===== config.mk =====
export PLATFORM = sky130hd
export DESIGN_NAME = decode_control_stage
export DESIGN_NICKNAME = d
export VERILOG_FILES = /design/src/rtl/decode_control_stage_pkg.sv /design/src/rtl/decode_control_logic.sv /design/src/rtl/decode_control_stage.sv
export SDC_FILE = /design/constraint.sdc
export NUM_CORES = 1
export LEC_CHECK = 0
export ABC_CLOCK_PERIOD_IN_PS = 2700
export BUFFER_PORTS_ARGS = -buffer_cell sky130_fd_sc_hd__buf_2
export CORE_MARGIN = 5
export CORE_UTILIZATION = 60
export DETAILED_ROUTE_END_ITERATION = 7
export PLACE_DENSITY = 0.95
export SYNTH_ARGS = -nofsm -noshare
export SYNTH_HDL_FRONTEND = slang
export SYNTH_HIERARCHICAL = 1
export SYNTH_SLANG_ARGS = --single-unit
export TNS_END_PERCENT = 100

===== constraint.sdc =====
create_clock -name clk -period 2.7 [get_ports clk]
set_input_delay 0.675 -clock clk [delete_from_list [all_inputs] [get_ports clk]]
set_output_delay 0.675 -clock clk [all_outputs]
set_load 0.005 [all_outputs]

===== src/rtl/decode_control_stage_pkg.sv =====
// Shared definitions for the decode/control stage: opcodes, ALU encodings,
// control bundle layout and the entry format held in the stage registers.
package decode_control_stage_pkg;

   localparam logic [6:0] OPC_OP       = 7'b0110011;
   localparam logic [6:0] OPC_OP_IMM   = 7'b0010011;
   localparam logic [6:0] OPC_LOAD     = 7'b0000011;
   localparam logic [6:0] OPC_STORE    = 7'b0100011;
   localparam logic [6:0] OPC_BRANCH   = 7'b1100011;
   localparam logic [6:0] OPC_JAL      = 7'b1101111;
   localparam logic [6:0] OPC_JALR     = 7'b1100111;
   localparam logic [6:0] OPC_LUI      = 7'b0110111;
   localparam logic [6:0] OPC_AUIPC    = 7'b0010111;
   localparam logic [6:0] OPC_MISC_MEM = 7'b0001111;
   localparam logic [6:0] OPC_SYSTEM   = 7'b1110011;

   localparam logic [6:0] F7_MULDIV = 7'b0000001;
   localparam logic [6:0] F7_MRET   = 7'b0011000;
   localparam logic [4:0] RS2_MRET  = 5'b00010;

   localparam logic [3:0] ALU_ADD    = 4'b0000;
   localparam logic [3:0] ALU_BRANCH = 4'b0001;
   localparam logic [3:0] ALU_REG    = 4'b0010;
   localparam logic [3:0] ALU_IMM    = 4'b0011;
   localparam logic [3:0] ALU_LUI    = 4'b0100;
   localparam logic [3:0] ALU_MULDIV = 4'b0101;

   // Bit offsets inside control_out; must agree with ctrl_t below (LSB = branch).
   localparam int OFF_BRANCH                    = 0;
   localparam int OFF_JUMP                      = 1;
   localparam int OFF_MEMORY_READ_ENABLE        = 2;
   localparam int OFF_MEMORY_WRITE_ENABLE       = 3;
   localparam int OFF_MEMORY_TO_REGISTER_SELECT = 4;
   localparam int OFF_ALU_OPERATION_CODE        = 5;
   localparam int OFF_ALU_SOURCE_SELECT         = 9;
   localparam int OFF_ALU_SOURCE_A_SELECT       = 10;
   localparam int OFF_REGISTER_WRITE_ENABLE     = 11;
   localparam int OFF_CSR_WRITE_ENABLE          = 12;
   localparam int OFF_CSR_TO_REGISTER_SELECT    = 13;
   localparam int OFF_CSR_IMMEDIATE_SELECT      = 14;
   localparam int OFF_IS_MACHINE_RETURN         = 15;
   localparam int OFF_IS_ENVIRONMENT_CALL       = 16;
   localparam int OFF_IS_MUL_DIV                = 17;
   localparam int OFF_ILLEGAL_INSTRUCTION       = 18;
   localparam int CONTROL_WIDTH                 = 19;

   typedef struct packed {
      logic       illegal_instruction;
      logic       is_mul_div;
      logic       is_environment_call;
      logic       is_machine_return;
      logic       csr_immediate_select;
      logic       csr_to_register_select;
      logic       csr_write_enable;
      logic       register_write_enable;
      logic       alu_source_a_select;
      logic       alu_source_select;
      logic [3:0] alu_operation_code;
      logic       memory_to_register_select;
      logic       memory_write_enable;
      logic       memory_read_enable;
      logic       jump;
      logic       branch;
   } ctrl_t;

   typedef struct packed {
      logic [CONTROL_WIDTH-1:0] control;
      logic [31:0]              instruction;
      logic [31:0]              pc;
   } entry_t;

   function automatic ctrl_t illegal_ctrl();
      ctrl_t c;
      c = '0;
      c.illegal_instruction = 1'b1;
      return c;
   endfunction

endpackage


===== src/rtl/decode_control_logic.sv =====
// Purely combinational RV32I(+M, +Zicsr) decoder producing the control bundle.
// Anything not recognised collapses to a bundle with only illegal_instruction set.
module decode_control_logic
   import decode_control_stage_pkg::*;
#(
   parameter bit ENABLE_M_EXT   = 1'b1,
   parameter bit ENABLE_CSR_IMM = 1'b1
) (
   input  logic [31:0]              instruction,
   output logic [CONTROL_WIDTH-1:0] control
);

   logic [6:0] opcode;
   logic [2:0] funct3;
   logic [6:0] funct7;
   logic [4:0] rs1;
   logic [4:0] rs2;
   logic       unused_rd;
   ctrl_t      c;

   assign opcode    = instruction[6:0];
   assign funct3    = instruction[14:12];
   assign funct7    = instruction[31:25];
   assign rs1       = instruction[19:15];
   assign rs2       = instruction[24:20];
   assign unused_rd = ^instruction[11:7];

   always_comb begin
      c = '0;
      unique case (opcode)
         OPC_OP: begin
            if (funct7 == F7_MULDIV) begin
               if (ENABLE_M_EXT) begin
                  c.register_write_enable = 1'b1;
                  c.is_mul_div            = 1'b1;
                  c.alu_operation_code    = ALU_MULDIV;
               end else begin
                  c = illegal_ctrl();
               end
            end else begin
               c.register_write_enable = 1'b1;
               c.alu_operation_code    = ALU_REG;
            end
         end
         OPC_OP_IMM: begin
            c.alu_source_select     = 1'b1;
            c.register_write_enable = 1'b1;
            c.alu_operation_code    = ALU_IMM;
         end
         OPC_LOAD: begin
            c.alu_source_select         = 1'b1;
            c.memory_to_register_select = 1'b1;
            c.register_write_enable     = 1'b1;
            c.memory_read_enable        = 1'b1;
            c.alu_operation_code        = ALU_ADD;
         end
         OPC_STORE: begin
            c.alu_source_select   = 1'b1;
            c.memory_write_enable = 1'b1;
            c.alu_operation_code  = ALU_ADD;
         end
         OPC_BRANCH: begin
            c.branch             = 1'b1;
            c.alu_operation_code = ALU_BRANCH;
         end
         OPC_JAL: begin
            c.jump                  = 1'b1;
            c.register_write_enable = 1'b1;
         end
         OPC_JALR: begin
            c.jump                  = 1'b1;
            c.register_write_enable = 1'b1;
            c.alu_source_select     = 1'b1;
            c.alu_operation_code    = ALU_ADD;
         end
         OPC_LUI: begin
            c.alu_source_select     = 1'b1;
            c.register_write_enable = 1'b1;
            c.alu_operation_code    = ALU_LUI;
         end
         OPC_AUIPC: begin
            c.alu_source_select     = 1'b1;
            c.alu_source_a_select   = 1'b1;
            c.register_write_enable = 1'b1;
            c.alu_operation_code    = ALU_ADD;
         end
         OPC_MISC_MEM: begin
            c = '0;
         end
         OPC_SYSTEM: begin
            unique case (funct3)
               3'b000: begin
                  if (funct7 == 7'b0 && rs2 == 5'b0)
                     c.is_environment_call = 1'b1;
                  else if (funct7 == F7_MRET && rs2 == RS2_MRET)
                     c.is_machine_return = 1'b1;
                  else
                     c = illegal_ctrl();
               end
               3'b001, 3'b010, 3'b011, 3'b101, 3'b110, 3'b111: begin
                  if (funct3[2] && !ENABLE_CSR_IMM) begin
                     c = illegal_ctrl();
                  end else begin
                     c.register_write_enable  = 1'b1;
                     c.csr_to_register_select = 1'b1;
                     c.csr_immediate_select   = funct3[2];
                     // CSRRW/CSRRWI always write; set/clear forms only with a nonzero source
                     c.csr_write_enable       = (funct3[1:0] == 2'b01) ? 1'b1 : (rs1 != 5'b0);
                  end
               end
               default: c = illegal_ctrl();
            endcase
         end
         default: c = illegal_ctrl();
      endcase
   end

   assign control = c;

endmodule


===== src/rtl/decode_control_stage.sv =====
// Decode stage: one output register plus a skid entry, in-order, flushable.
// in_ready comes straight from the skid flag so it never depends on out_ready.
module decode_control_stage
   import decode_control_stage_pkg::*;
#(
   parameter bit ENABLE_M_EXT   = 1'b1,
   parameter bit ENABLE_CSR_IMM = 1'b1
) (
   input  logic                     clk,
   input  logic                     rst_n,
   input  logic                     flush,
   input  logic                     in_valid,
   output logic                     in_ready,
   input  logic [31:0]              instruction_in,
   input  logic [31:0]              pc_in,
   output logic                     out_valid,
   input  logic                     out_ready,
   output logic [CONTROL_WIDTH-1:0] control_out,
   output logic [31:0]              instruction_out,
   output logic [31:0]              pc_out
);

   logic [CONTROL_WIDTH-1:0] decoded;
   entry_t                   in_entry;
   entry_t                   out_q;
   entry_t                   skid_q;
   logic                     skid_valid;
   logic                     push;
   logic                     pop;

   decode_control_logic #(
      .ENABLE_M_EXT   (ENABLE_M_EXT),
      .ENABLE_CSR_IMM (ENABLE_CSR_IMM)
   ) u_decode (
      .instruction (instruction_in),
      .control     (decoded)
   );

   assign in_entry = '{control: decoded, instruction: instruction_in, pc: pc_in};
   assign in_ready = ~skid_valid;
   assign push     = in_valid & in_ready;
   assign pop      = out_valid & out_ready;

   always_ff @(posedge clk or negedge rst_n) begin
      if (!rst_n) begin
         out_q      <= '0;
         skid_q     <= '0;
         out_valid  <= 1'b0;
         skid_valid <= 1'b0;
      end else if (flush) begin
         out_valid  <= 1'b0;
         skid_valid <= 1'b0;
      end else if (!out_valid || pop) begin
         // Output slot frees up: the older skid entry has priority over new input.
         // While the skid is occupied in_ready is low, so push cannot coincide.
         if (skid_valid) begin
            out_q      <= skid_q;
            out_valid  <= 1'b1;
            skid_valid <= 1'b0;
         end else begin
            out_valid <= push;
            if (push)
               out_q <= in_entry;
         end
      end else if (push) begin
         skid_q     <= in_entry;
         skid_valid <= 1'b1;
      end
   end

   assign control_out     = out_q.control;
   assign instruction_out = out_q.instruction;
   assign pc_out          = out_q.pc;

endmodule


==> results of run 1 <==
[state kept, by name, indices dropped and copies added (netlist names)]
signal           flops
control_out         19
instruction_out     32
skid_q              83
skid_valid           1
pc_out              32
out_valid            1
[power by group through the flow]
stage | sequential [W] | clock [W] | combinational, W
6_report | 0.00321 | 0.00234 | 0.000998
5_1_grt | 0.00326 | 0.00251 | 0.00111
4_1_cts | 0.00321 | 0.00239 | 0.00102
3_5_place_dp | 0.00325 | 0 | 0.00101
3_3_place_gp | 0.00320 | 0 | 0.000952
2_1_floorplan | 0.00320 | 0 | 0.000560
[worst register-to-register path, delay by kind of cell, from the launching register on]
| family | cells | cell delay [ps] |
|---|---|---|
| buf+inv | 1 | 360 |
| flops | 1 | 490 |
| mux | 1 | 360 |
| simple gates | 2 | 620 |
[layer usage]
metal | part of all wire | routed length, um | GRT usage
met1 | 0.41 | 6686 | 0.2706
met3 | 0.070 | 1140 | 0.07856
met4 | 0.010 | 170 | 0.06023
met5 | 0 | 0 | 0
met2 | 0.51 | 8402 | 0.3966
[worst min-delay path by stage]
stage | startpoint | end | slack, ps | depth (start not counted)
global route | rst_n | skid_q[33]$_DFFE_PN0P_ | 290 | 1
floorplan | rst_n | control_out[0]$_DFFE_PN0P_ | 380 | 0
global placement | pc_out[1]$_DFFE_PN0P_ | pc_out[1]$_DFFE_PN0P_ | 470 | 1
detailed placement | control_out[13]$_DFFE_PN0P_ | control_out[13]$_DFFE_PN0P_ | 470 | 1
finish | rst_n | skid_q[24]$_DFFE_PN0P_ | 250 | 1
CTS | rst_n | instruction_out[6]$_DFFE_PN0P_ | 270 | 1
[logic make-up after synthesis]
kind of cell           count (synthesis)
AO/OA/AOI/OAI                         17
other                                  1
buffers and inverters                 35
multiplexers                         249
flip-flops                           168
AND/OR/NAND/NOR                       42
[per-stage QoR]
step	instance area, um2	hold WS (ps)
CTS	9269	268.0
finish	9269	250.2
detailed placement	8688	469.4
global placement	8688	465.5
global route	9269	286.8
floorplan	7810	379.4
[area by class of cell]
class / count / share of cell area
clock inverter: 9 / 0.009989
inverter: 4 / 0.001620
multi-input combinational: 309 / 0.3575
timing repair buffer: 165 / 0.1011
sequential: 168 / 0.4540
tap: 172 / 0.02322
clock buffer: 23 / 0.05265
[cell usage in the layout, fill, tap and decap left out, types with 5 or more instances in the layout]
master       n
nor2_1       9
buf_2      152
buf_4        6
and3_1       5
dfrtp_1    167
buf_12       6
mux2_4      30
mux2_1     144
clkbuf_16   17
mux2_2      75
==> flow_metrics.tcl, run 1 <==
set metrics [dict create \
    gp_congestion 0.7965 \
    timing.setup.tns_ps 0 \
    path_clk_slew_ps 60 \
    pwr-share-comb 0.152 \
    end_kind "output port" \
    antenna_found_initial 0 \
    seqPwrFrac 0.490 \
    critPathTopFamily "buffers and inverters" \
    finClkSkew_ps 11.35 \
    required_ps 2030 \
    multi_input_area_um2 3313 \
    rsz0062_at_grt "false" \
    drt_iter0_drc 207 \
    die_h_um 124.1 \
    internal_power_w 0.004922 \
    setup_viol 0 \
    path_class "reg -> out" \
    endpoint "in_ready" \
    irDropWorstVdd_mv 0.4468 \
    clock.fmax_mhz 432.0 \
    overflow 0 \
    leakagePower_nw 4.454 \
    drcViolationCount 0 \
    cellPowerDensity_nw_per_um2 706.8 \
    hold_path.class "in -> async" \
    post_drt_wl_per_cell_um 19.29 \
    cp.arrival_ps 1640 \
    grt_max_degree 67 \
    fp-row-count 41 \
    synth_top_family_by_area "multiplexers" \
    area_growth_pct 18.68 \
    postCtsSetupBuffers 0 \
    ctsResizeCount 0 \
    synthAdderAreaFrac 0 \
    outcome "complete, no violations" \
    synthTopCellsByArea "dfrtp_1 54%, mux2_1 21%, mux2_2 11%, mux2_4 5.8%, buf_6 3.0%" \
    synthMuxAreaShare 0.3734 \
    final-seq-area_um2 4208 \
    reg2regPathDepth 4 \
    synth_compound_area_frac 0.01490 \
    first_pass_iters 4 \
    yosysSeqAreaShare 0.5383 \
    synth-simple-area-share 0.03300 \
    p_clk_frac 0.357 \
    final_util 0.7315 \
    synth_most_common_cell "dfrtp_1" \
    cp_num_buf_inv 3 \
    period_minus_slack_ps 2315 \
    start_util 0.6164 \
    worstSetupStartpointType "flip-flop" \
    cts_tree "yes" \
    max-clock-path-buffers 2 \
    hpwl_mm 11.68 \
    synth-async-reset-ratio 1.000 \
    synth_common_cells "168 x dfrtp_1, 144 x mux2_1, 75 x mux2_2" \
    dp_slack_ps 214.8 \
    cts_max_level 4 \
    critPathMaxFanout 50 \
    nets 734 \
    core_um2 12670 \
    die_w_um 124.1 \
    finalNonFillerCells 850 \
    worstMarginPinSlew_ps 676.6 \
    drv_slew 0 \
    crit_chain "buf_4 > inv_1 > buf_2" \
    synth_ff_type "dfrtp_1" \
    reg2reg_slack_ps 760 \
    io_pins 154 \
    ys_ff_latch 168 \
    switchingPower_w 0.001629 \
    grt_pass1_vias 5285 \
    finalHoldViolations 0 \
    root_buffer "clkbuf_16" \
    cts_inserted_buffers 17 \
    cts.sinks 168 \
    diodes 0 \
    swShare 0.2487 \
    crit_start "skid_valid$_DFFE_PN0P_" \
    viasPerCell 5.558 \
    io_buffers 153 \
    clk_latency_ps 420 \
    syn_nets 581 \
    max_stage_delay_ps 540 \
    drive_gt1_frac 0.4587 \
    syn_inst 512 \
    die-area_um2 15400 \
    route.antenna.remaining_nets 0 \
    total_power_w 0.006551 \
    cts_hold_buf 0 \
    vias 4724 \
    synth_area_um2 7810 \
    fillers 785 \
    cp_slowest_cell "buf_4" \
    syn_avg_cell_area_um2 15.25 \
    synth-edff-count 0 \
    synthXorXnorAreaFrac 0 \
    critical_path_depth 3 \
    r2r_start "skid_valid$_DFFE_PN0P_" \
    grt_usage 0.2279 \
    dp.cells 818 \
    drt_wl_total_mm 16.40 \
    synth_cell_types 38 \
    setup_slack_ps 385.3 \
    maxCapViolCount 0 \
    fin_crit_sh 0.8573 \
    yosys_warnings 6 \
    r2r_end "skid_q[31]$_DFFE_PN0P_" \
    relSlewSlack 0.5489 \
    netlist.area_leader.share 0.5383 \
    grt_pass1_wl_mm 26.80 \
    yosysTopAreaCell "dfrtp_1" \
]
No activity file was read; power rests on OpenSTA's default activity.
==> run 2, diff against run 1 <==
--- a/config.mk
+++ b/config.mk
@@ -8,9 +8,11 @@
 export ABC_CLOCK_PERIOD_IN_PS = 2700
 export BUFFER_PORTS_ARGS = -buffer_cell sky130_fd_sc_hd__buf_2
 export CORE_MARGIN = 5
-export CORE_UTILIZATION = 60
+export CORE_UTILIZATION = 62
+export CTS_BUF_LIST = sky130_fd_sc_hd__clkbuf_8
 export DETAILED_ROUTE_END_ITERATION = 7
 export PLACE_DENSITY = 0.95
+export SETUP_SLACK_MARGIN = 0.02
 export SYNTH_ARGS = -nofsm -noshare
 export SYNTH_HDL_FRONTEND = slang
 export SYNTH_HIERARCHICAL = 1
==> flow_metrics.tcl, run 2 (synthesis results as in run 1) <==
set metrics [dict create \
    start_util 0.6265 \
    postCtsSetupBuffers 0 \
    cts_tree "yes" \
    maxCapViolCount 0 \
    route.antenna.remaining_nets 0 \
    critical_path_depth 3 \
    cts_hold_buf 0 \
    outcome "complete, no violations" \
    fp-row-count 41 \
    relSlewSlack 0.5572 \
    finalHoldViolations 0 \
    swShare 0.2466 \
    worstMarginPinSlew_ps 664.2 \
    die-area_um2 14940 \
    hold_path.class "in -> async" \
    drv_slew 0 \
    final_cell_mix "167 x dfrtp_1, 152 x buf_2, 144 x mux2_1, 75 x mux2_2, 30 x mux2_4" \
    drt_wl_total_mm 16.16 \
    gp_congestion 0.8122 \
    final_common_cell "dfrtp_1" \
    fillers 821 \
    die_w_um 122.2 \
    path_class "reg -> out" \
    path_clk_slew_ps 80 \
    wl_met1_mm 6.527 \
    cp_slowest_cell "buf_4" \
    overflow 0 \
    period_minus_slack_ps 2420 \
    cts_inserted_buffers 17 \
    area_growth_pct 16.32 \
    required_ps 2030 \
    io_pins 154 \
    cp.arrival_ps 1740 \
    setup_slack_ps 280.3 \
    vias 4746 \
    highest_layer "met4" \
    p_clk_frac 0.306 \
    wl_met3_mm 1.098 \
    timing.setup.tns_ps 0 \
    finClkSkew_ps 9.648 \
    antenna_found_initial 0 \
    wl_met2_mm 8.261 \
    largest_reg_flops 83 \
    drt_iter0_drc 212 \
    cts_max_level 4 \
    pwr-share-comb 0.163 \
    reg2regPathDepth 4 \
    critPathMaxFanout 47 \
    rsz0062_at_grt "false" \
    worstSetupStartpointType "flip-flop" \
    seqPwrFrac 0.531 \
    max-clock-path-buffers 2 \
    internal_power_w 0.004548 \
    drive_gt1_frac 0.4579 \
    switchingPower_w 0.001489 \
    max_stage_delay_ps 550 \
    ctsResizeCount 0 \
    grt_pass1_vias 5266 \
    cp_num_buf_inv 3 \
    fin_crit_sh 0.8962 \
    root_buffer "clkbuf_8" \
    drcViolationCount 0 \
    regMostFlops "skid_q" \
    cellPowerDensity_nw_per_um2 664.4 \
    core_um2 12470 \
    hpwl_mm 11.76 \
    clk_latency_ps 450 \
    leakagePower_nw 4.389 \
    grt_usage 0.2298 \
    nets 736 \
    crit_chain "buf_4 > inv_1 > buf_2" \
    critPathTopFamily "buffers and inverters" \
    die_h_um 122.2 \
    cts.sinks 168 \
    first_pass_iters 4 \
    io_buffers 153 \
    end_kind "output port" \
    setup_viol 0 \
    clock.fmax_mhz 413.3 \
    irDropWorstVdd_mv 0.4173 \
    viasPerCell 5.590 \
    post_drt_wl_per_cell_um 19.03 \
    diodes 0 \
    dp_slack_ps 95.54 \
    grt_max_degree 62 \
    grt_pass1_wl_mm 26.67 \
]
-- run 2: cell count changes in the layout (fill, tap and decap cells not counted), moves of 3 or more --
cell,change
clkbuf_16,-17
clkbuf_8,+14
bufinv_16,+3
clkinv_4,-3
buf_4,+4
-- run 2: per-stage QoR --
step / total power (W) / cell area [um2] / utilization / hold slack [ps] / instances
5_1_grt: 0.006336 / 9085 / 0.7288 / 207.2 / 849
3_3_place_gp: 0.004143 / 8678 / 0.6962 / 466.0 / 820
6_report: 0.006036 / 9085 / 0.7288 / 201.0 / 849
2_1_floorplan: 0.003760 / 7810 / - / 379.4 / 512
4_1_cts: 0.006102 / 9085 / 0.7288 / 190.9 / 849
3_5_place_dp: 0.004251 / 8678 / 0.6962 / 473.0 / 820
-- run 2: path summary, 6_finish.rpt --
path	from	to	slack (ps)
setup / recovery	skid_valid$_DFFE_PN0P_	in_ready	280
min in group clk	pc_in[11]	skid_q[11]$_DFFE_PN0P_	440
hold reg to reg	control_out[12]$_DFFE_PN0P_	control_out[12]$_DFFE_PN0P_	490
setup reg to reg	skid_valid$_DFFE_PN0P_	skid_q[40]$_DFFE_PN0P_	740
max in group asynchronous	rst_n	skid_q[13]$_DFFE_PN0P_	1820
hold / removal	rst_n	pc_out[24]$_DFFE_PN0P_	200
-- run 2: layer usage --
metal  vias up  global-route usage
met3        24             0.07051
met5         -                   0
li1       2147                   -
met1      2433              0.2767
met4         0             0.07558
met2       142              0.3954
-- run 2: power by group through the flow --
stage | clock network [W] | registers [W] | logic, W
floorplan | 0 | 0.00320 | 0.000560
global placement | 0 | 0.00320 | 0.000944
detailed placement | 0 | 0.00325 | 0.00100
CTS | 0.00189 | 0.00321 | 0.00100
global route | 0.00200 | 0.00325 | 0.00109
finish | 0.00185 | 0.00321 | 0.000984
-- run 2: area by class of cell --
| class | count | area (um2) | share of cell area |
|---|---|---|---|
| sequential | 168 | 4208 | 0.4632 |
| timing repair buffer | 167 | 927.1 | 0.1021 |
| clock inverter | 11 | 158.9 | 0.01749 |
| clock buffer | 18 | 247.7 | 0.02727 |
| multi-input combinational | 309 | 3313 | 0.3647 |
| tap | 172 | 215.2 | 0.02369 |
| inverter | 4 | 15.01 | 0.001653 |
